`config.mk`:
```
export PLATFORM = sky130hd
export DESIGN_NAME = clk_div_debounce
export DESIGN_NICKNAME = d
export VERILOG_FILES = /design/src/rtl/snake_pkg.sv /design/src/rtl/button_debouncer.sv /design/src/rtl/clk_div_debounce.sv
export SDC_FILE = /design/constraint.sdc
export NUM_CORES = 1
export LEC_CHECK = 0
export CORE_ASPECT_RATIO = 1.1
export CORE_MARGIN = 2
export CORE_UTILIZATION = 59
export DETAILED_ROUTE_END_ITERATION = 16
export PLACE_DENSITY = 0.9
export SLEW_MARGIN = 20
export SYNTH_ARGS = -nofsm -noshare
export SYNTH_HDL_FRONTEND = slang
export SYNTH_SLANG_ARGS = --single-unit
```
`constraint.sdc`:
```
create_clock -name MasterClock -period 2.3 [get_ports MasterClock]
set_clock_uncertainty 0.05 [all_clocks]
set_input_delay 0.46 -clock MasterClock [delete_from_list [all_inputs] [get_ports MasterClock]]
set_output_delay 0.46 -clock MasterClock [all_outputs]
set_load 0.02 [all_outputs]
```
`src/rtl/snake_pkg.sv`:
```
// Shared constants for the snake game front end: default divider ratios,
// debounce depth and the button index map used by ButtonsHeld.
package snake_pkg;

  localparam int CLK_DIV_DEF     = 2;
  localparam int GAME_DIV_DEF    = 12_500_000;
  localparam int FAST_DIV_DEF    = 50_000;
  localparam int DEB_SAMPLES_DEF = 8;

  localparam int NUM_BUTTONS = 5;
  localparam int BTN_LEFT    = 0;
  localparam int BTN_RIGHT   = 1;
  localparam int BTN_UP      = 2;
  localparam int BTN_DOWN    = 3;
  localparam int BTN_CENTER  = 4;

  typedef enum logic {
    BTN_RELEASED = 1'b0,
    BTN_HELD     = 1'b1
  } btn_state_e;

endpackage

```
`src/rtl/button_debouncer.sv`:
```
// Single push-button debouncer: counts consecutive disagreeing samples taken on
// SampleEn and emits a one-cycle press pulse. Optional DEBOUNCE_SYNC_EN adds a 2-flop synchronizer.
module button_debouncer
  import snake_pkg::*;
#(
  parameter int DEB_SAMPLES = DEB_SAMPLES_DEF
) (
  input  logic MasterClock,
  input  logic ResetN,
  input  logic SampleEn,
  input  logic Raw,
  output logic Held,
  output logic Pressed
);

  localparam int CW = (DEB_SAMPLES < 1) ? 1 : $clog2(DEB_SAMPLES + 1);
  localparam logic [CW-1:0] LAST = CW'(DEB_SAMPLES - 1);

  logic sample;

`ifdef DEBOUNCE_SYNC_EN
  logic [1:0] sync_q;
  always_ff @(posedge MasterClock or negedge ResetN) begin
    if (!ResetN) sync_q <= 2'b00;
    else         sync_q <= {sync_q[0], Raw};
  end
  assign sample = sync_q[1];
`else
  assign sample = Raw;
`endif

  btn_state_e    state;
  logic [CW-1:0] count;
  logic          held_q;

  // Pressed lags the stable-level change by one cycle via held_q
  always_ff @(posedge MasterClock or negedge ResetN) begin
    if (!ResetN) begin
      state   <= BTN_RELEASED;
      count   <= '0;
      held_q  <= 1'b0;
      Pressed <= 1'b0;
    end else begin
      held_q  <= (state == BTN_HELD);
      Pressed <= (state == BTN_HELD) && !held_q;
      if (SampleEn) begin
        if (sample == state) begin
          count <= '0;
        end else if (count == LAST) begin
          state <= btn_state_e'(sample);
          count <= '0;
        end else begin
          count <= count + CW'(1);
        end
      end
    end
  end

  assign Held = (state == BTN_HELD);

endmodule

```
`src/rtl/clk_div_debounce.sv`:
```
// Timing/input front end: pixel, game-step and refresh square waves with rise ticks,
// plus five debounced buttons sampled on FastTick. Optional feature macro: DEBOUNCE_SYNC_EN.
module clk_div_debounce
  import snake_pkg::*;
#(
  parameter int CLK_DIV     = CLK_DIV_DEF,
  parameter int GAME_DIV    = GAME_DIV_DEF,
  parameter int FAST_DIV    = FAST_DIV_DEF,
  parameter int DEB_SAMPLES = DEB_SAMPLES_DEF
) (
  input  logic       MasterClock,
  input  logic       ResetN,
  input  logic       ButtonLeft,
  input  logic       ButtonRight,
  input  logic       ButtonUp,
  input  logic       ButtonDown,
  input  logic       ButtonCenter,
  output logic       Clock,
  output logic       GameClock,
  output logic       FastClock,
  output logic       ClockTick,
  output logic       GameTick,
  output logic       FastTick,
  output logic       LeftPressed,
  output logic       RightPressed,
  output logic       UpPressed,
  output logic       DownPressed,
  output logic       CenterPressed,
  output logic [4:0] ButtonsHeld
);

  localparam int CLK_W  = $clog2(CLK_DIV + 1);
  localparam int GAME_W = $clog2(GAME_DIV + 1);
  localparam int FAST_W = $clog2(FAST_DIV + 1);

  logic [CLK_W-1:0]  clk_cnt;
  logic [GAME_W-1:0] game_cnt;
  logic [FAST_W-1:0] fast_cnt;

  // Each tick fires on the wrap that takes its wave from 0 to 1
  always_ff @(posedge MasterClock or negedge ResetN) begin
    if (!ResetN) begin
      clk_cnt   <= '0;
      Clock     <= 1'b0;
      ClockTick <= 1'b0;
    end else begin
      ClockTick <= 1'b0;
      if (clk_cnt == CLK_W'(CLK_DIV - 1)) begin
        clk_cnt   <= '0;
        Clock     <= ~Clock;
        ClockTick <= ~Clock;
      end else begin
        clk_cnt <= clk_cnt + CLK_W'(1);
      end
    end
  end

  always_ff @(posedge MasterClock or negedge ResetN) begin
    if (!ResetN) begin
      game_cnt  <= '0;
      GameClock <= 1'b0;
      GameTick  <= 1'b0;
    end else begin
      GameTick <= 1'b0;
      if (game_cnt == GAME_W'(GAME_DIV - 1)) begin
        game_cnt  <= '0;
        GameClock <= ~GameClock;
        GameTick  <= ~GameClock;
      end else begin
        game_cnt <= game_cnt + GAME_W'(1);
      end
    end
  end

  always_ff @(posedge MasterClock or negedge ResetN) begin
    if (!ResetN) begin
      fast_cnt  <= '0;
      FastClock <= 1'b0;
      FastTick  <= 1'b0;
    end else begin
      FastTick <= 1'b0;
      if (fast_cnt == FAST_W'(FAST_DIV - 1)) begin
        fast_cnt  <= '0;
        FastClock <= ~FastClock;
        FastTick  <= ~FastClock;
      end else begin
        fast_cnt <= fast_cnt + FAST_W'(1);
      end
    end
  end

  logic [NUM_BUTTONS-1:0] raw;
  logic [NUM_BUTTONS-1:0] pressed;

  assign raw = {ButtonCenter, ButtonDown, ButtonUp, ButtonRight, ButtonLeft};

  for (genvar i = 0; i < NUM_BUTTONS; i++) begin : g_btn
    button_debouncer #(.DEB_SAMPLES(DEB_SAMPLES)) u_deb (
      .MasterClock (MasterClock),
      .ResetN      (ResetN),
      .SampleEn    (FastTick),
      .Raw         (raw[i]),
      .Held        (ButtonsHeld[i]),
      .Pressed     (pressed[i])
    );
  end

  assign LeftPressed   = pressed[BTN_LEFT];
  assign RightPressed  = pressed[BTN_RIGHT];
  assign UpPressed     = pressed[BTN_UP];
  assign DownPressed   = pressed[BTN_DOWN];
  assign CenterPressed = pressed[BTN_CENTER];

endmodule

```
# After elaboration in Yosys (flattened, before gate mapping)
# Cells that the tools add are included.
word_totals:
  regBits: 83
  out_inout_bits: 16
  elab_cells: 89
classes:
  n_addsub: 8
  eq_ne: 13
  n_mux: 16
  n_bitwise: 8
  reduce_logical: 15
op_table:
  columns: ["op", "n"]
  rows:
  - ["two-way mux 4 bit", 10]
  - ["adder 24 x 1 -> 24 bit, second input constant", 1]
  - ["equality test 24 bit, second input constant", 1]
  - ["two-way mux 24 bit", 1]
  - ["adder 4 x 1 -> 4 bit, second input constant", 5]
  - ["equality test 4 x 3 -> 1 bit, second input constant", 5]
  - ["adder 16 x 1 -> 16 bit, second input constant", 1]
  - ["equality test 16 bit, second input constant", 1]
  - ["two-way mux 16 bit", 1]
  - ["AND reduction 3 bit", 5]
  - ["NOT 1 bit", 8]
  - ["equality test 1 bit", 5]
  - ["logical AND 1 bit", 5]
  - ["zero test 1 bit", 5]
  - ["two-way mux 1 bit", 3]
  - ["adder 2 x 1 -> 2 bit, second input constant", 1]
  - ["equality test 2 x 1 -> 1 bit, second input constant", 1]
  - ["two-way mux 2 bit", 1]

# Longest topological paths before layout
depth:
  word_depth: 3
  mapped_depth: 7
  mapped_depth_nobuf: 5

# By module
# Synthesis repeated with hierarchy kept, for this count alone.
hier_totals:
  hier_cells: 338
  area_unflattened_um2: 3910.0
by_module_without_submodules:
  columns: ["module", "instances", "cells_per_inst", "area_per_inst_um2", "seq_area_each_um2"]
  rows:
  - ["clk_div_debounce", 1, 198, 2245.9, 1201.2]
  - ["button_debouncer", 5, 28, 332.8, 175.2]

# Worst setup path after synthesis
# Ideal clock, no wire load.
synth_path:
  path_type: "register -> register"
  from: "register game_cnt[0]"
  to: "register GameClock"
  setup_time_ns: 0.080
  arrival_ns: 1.775
  required_time_ns: 2.170
  setup_slack_ns: 0.395
  path_stages_with_launch: 8
  n_path_buf: 2
  cell_sequence: "dfrtp_1 -> ha_1 -> and4_1 -> clkbuf_1 -> nand4_1 -> nor4_2 -> buf_2 -> xor2_1"
synth_via:
  elab_chain_len: 1
synth_lines:
  columns: ["element", "line", "source"]
  rows:
  - ["from (decl)", "clk_div_debounce.sv:37", "logic [GAME_W-1:0] game_cnt;"]
  - ["from (signal assigned)", "clk_div_debounce.sv:70", "game_cnt <= game_cnt + GAME_W'(1);"]
  - ["equality test 24 bit", "clk_div_debounce.sv:65", "if (game_cnt == GAME_W'(GAME_DIV - 1)) begin"]
  - ["to (signal assigned)", "clk_div_debounce.sv:67", "GameClock <= ~GameClock;"]
  - ["to (decl)", "clk_div_debounce.sv:19", "output logic GameClock,"]
# No other way between the ends.
# A chain may end at the register's enable or synchronous reset.

# Worst setup path in the final report
layout_path:
  from: "register game_cnt[5]"
  to: "register game_cnt[23]"
layout_via:
  elab_chain_len: 2
  word_cells_on_any_way: 3
layout_lines:
  columns: ["element", "line"]
  rows:
  - ["adder 24 x 1 -> 24 bit / equality test 24 bit (equally long branches)", "clk_div_debounce.sv:70, clk_div_debounce.sv:65"]
  - ["two-way mux 24 bit *", "clk_div_debounce.sv:65"]
# Every way passes the cells marked *; elsewhere a longest branch is shown, timed or not.

==> out/results.tsv <==
metric	value	unit
start_util	60.29	%
cts_resized	0	
crit_path_max_fanout	10	
dieWidth	81.57	um
powerDensity	616.9	nW/um2
routed_wirelength	7.699	mm
cts_tree	yes	
fin_util	68.26	%
yosys_warnings	0	
synthTopCellsByCount	83 x dfrtp_1, 34 x nand2_1, 18 x nor2_1, 18 x xnor2_1	
clk_path_buf_depth	2	
vias	2848	
worst_slack	0.2116	ns
r2r_setup_slack	0.21	ns
cp-end-kind	register	
synth_seq_cells	83	
core	6477	um2
nets	396	
cts_buffers	9	
setup_tns	0	ns
report.final.slew_viol_count	0	
cts_num_sinks	83	
floorplan.die_area	7286	um2
synth_area_per_cell	10.94	um2
worst_path_largest_cell_delay	0.48	ns
dp_hpwl	5.096	mm
rsz0062_at_grt	no	
drive_gt1_share	9.561	%
hold_viol	0	
run_status	finished, final reports clean	
ys_async_sr_fraction	100.0	%
critPathRequiredTime	2.47	ns
cp_common_cell	buf_4	
synth_area_leaders	dfrtp_1 53%, xnor2_1 4.0%, xor2_1 3.4%	
hp-class	register to register	
path_delay_family	simple AND/OR/NAND/NOR gates	
p_leak	1.954	nW
worstSkewPairLatency	0.35	ns
startpoint_type	register	
synth.distinct_cells	46	
drt_first_pass_iters	4	
io_buffers	22	
grt_pass1_vias	2735	
grt_max_degree	70	
cts_setup_buffers	0	
synthToLayoutAreaGrowth	13.23	%
gp_congestion	0.8211	
ant_nets	0	
drc	0	
cp_slowest_cell	dfrtp_1	
grt_overflow	0	
ys.flop_type	dfrtp_1	
yosysSeqAreaShare	53.19	%
synth.most_common_cell	dfrtp_1	
rows	31	
hold_buffers	1	
finalSetupViolations	0	
vias_per_cell	6.072	
track_usage	22.88	%
worst_pin_slew	0.4812	ns
arrival	2.26	ns
irDropWorstVdd	0.0004243	V
syn_inst	357	
fin_crit_sh	90.80	%
io_pins	23	
grt_pass1_wl	12.84	mm
synth-edff-count	0	
syn_nets	371	
drtIter0Drc	186	
root_buffer	clkbuf_8	
max_slew_margin	67.69	%
crit_chain	nor4_1, buf_4, nand4b_1, nor4_2, buf_4, a21oi_1	
wl_per_cell	16.42	um
synth_top_area_cell	dfrtp_1	
pre_cts_ws	0.2644	ns
fmax	0.4788	GHz
clk_pin_slew	0.08	ns
crit_type	register to register	
critPathBufInv	2	
die-height	89.33	um
antenna_cells	0	
h-tree-depth	3	
period_needed	2.088	ns
maxCapViolations	0	
antenna_found_initial	0	
yosysTopAreaCellShare	53.19	%
synthesis.area	3905	um2
## worst register-to-register path, cell delays in order, from the launching register on
cell      delay [ns]
dfrtp_1         0.48
nor4_1          0.38
buf_4           0.19
nand4b_1        0.19
nor4_2          0.37
buf_4           0.25
a21oi_1         0.06
## cell usage in the layout (no fill, tap or decap), drive strengths merged, types with 4 or more instances in the layout
cell           Yosys  routed
and3               9       9
o21ai             10      10
and4               6       6
or4                4       4
ha                 7       7
xnor2             18      18
clkdlybuf4s50      0      21
clkbuf             7      10
nand4             16      16
xor2              15      15
mux2               6       6
o22ai              6       6
o31ai             17      17
nor2b              8       8
nor2              19      19
dfrtp             83      83
nand2             34      34
a21oi              4       4
buf                7       6
and3b              5       5
or3b               4       4
nand4b             5       5
mux2i              9       9
or3                5       5
inv               11      12
nor3              10      10
nand3             17      17
## final timing paths
kind,startpoint,endpoint,depth (start not counted)
worst max-delay path,game_cnt[5],game_cnt[23],6
worst min-delay path,g_btn[1].u_deb.held_q,g_btn[1].u_deb.Pressed,1
worst max register to register,game_cnt[5],game_cnt[23],6
worst min register to register,g_btn[1].u_deb.held_q,g_btn[1].u_deb.Pressed,1
max in group asynchronous,ResetN,GameTick,3
min in group asynchronous,ResetN,Clock,2
## per-layer routing
metal	vias up	share of wire [%]	wire length, um	track usage (%)
met4	0	1.0	80	7.727
met2	86	52	3977	39.05
met5	-	0	0	0
li1	1336	-	-	-
met1	1414	43	3302	29.22
met3	12	4.4	339	4.646
## state kept, by name, indices dropped and copies added, names as in the netlist
signal,cells
Clock,1
ClockTick,1
FastClock,1
FastTick,1
GameClock,1
GameTick,1
clk_cnt,2
fast_cnt,16
g_btn.u_deb.Held,5
g_btn.u_deb.Pressed,5
g_btn.u_deb.count,20
g_btn.u_deb.held_q,5
game_cnt,24
## cell families after synthesis
family,synth area share (%)
fa+ha+maj,2.243
xor+xnor,7.402
mux,4.037
flops,53.19
simple gates,22.81
compound gates,7.209
buf+inv,3.108
## cell type report
cell class,instances,area (um2)
timing repair buffer,28,277.8
sequential,83,2077
fill,437,2056
multi-input combinational,249,1707
clock buffer,10,127.6
tap,82,102.6
clock inverter,6,88.84
inverter,11,41.29
## where the power goes
| group | switching, mW | internal [mW] | total (mW) |
|---|---|---|---|
| Clock | 0.520 | 0.613 | 1.13 |
| Combinational | 0.0628 | 0.0422 | 0.105 |
| Sequential | 0.0152 | 1.47 | 1.49 |
## stage by stage
| step | hold WS, ns | power (mW) | instance area [um2] | std cells |
|---|---|---|---|---|
| after floorplan | 0.1144 | 1.558 | 3905 | 357 |
| after global placement | 0.2707 | 1.619 | 4195 | 452 |
| after detailed placement | 0.2789 | 1.624 | 4195 | 452 |
| after CTS | 0.3523 | 2.750 | 4422 | 469 |
| after global routing | 0.3673 | 2.838 | 4422 | 469 |
| final | 0.3502 | 2.728 | 4422 | 469 |
Note: power is estimated with default switching activity, not from simulation.
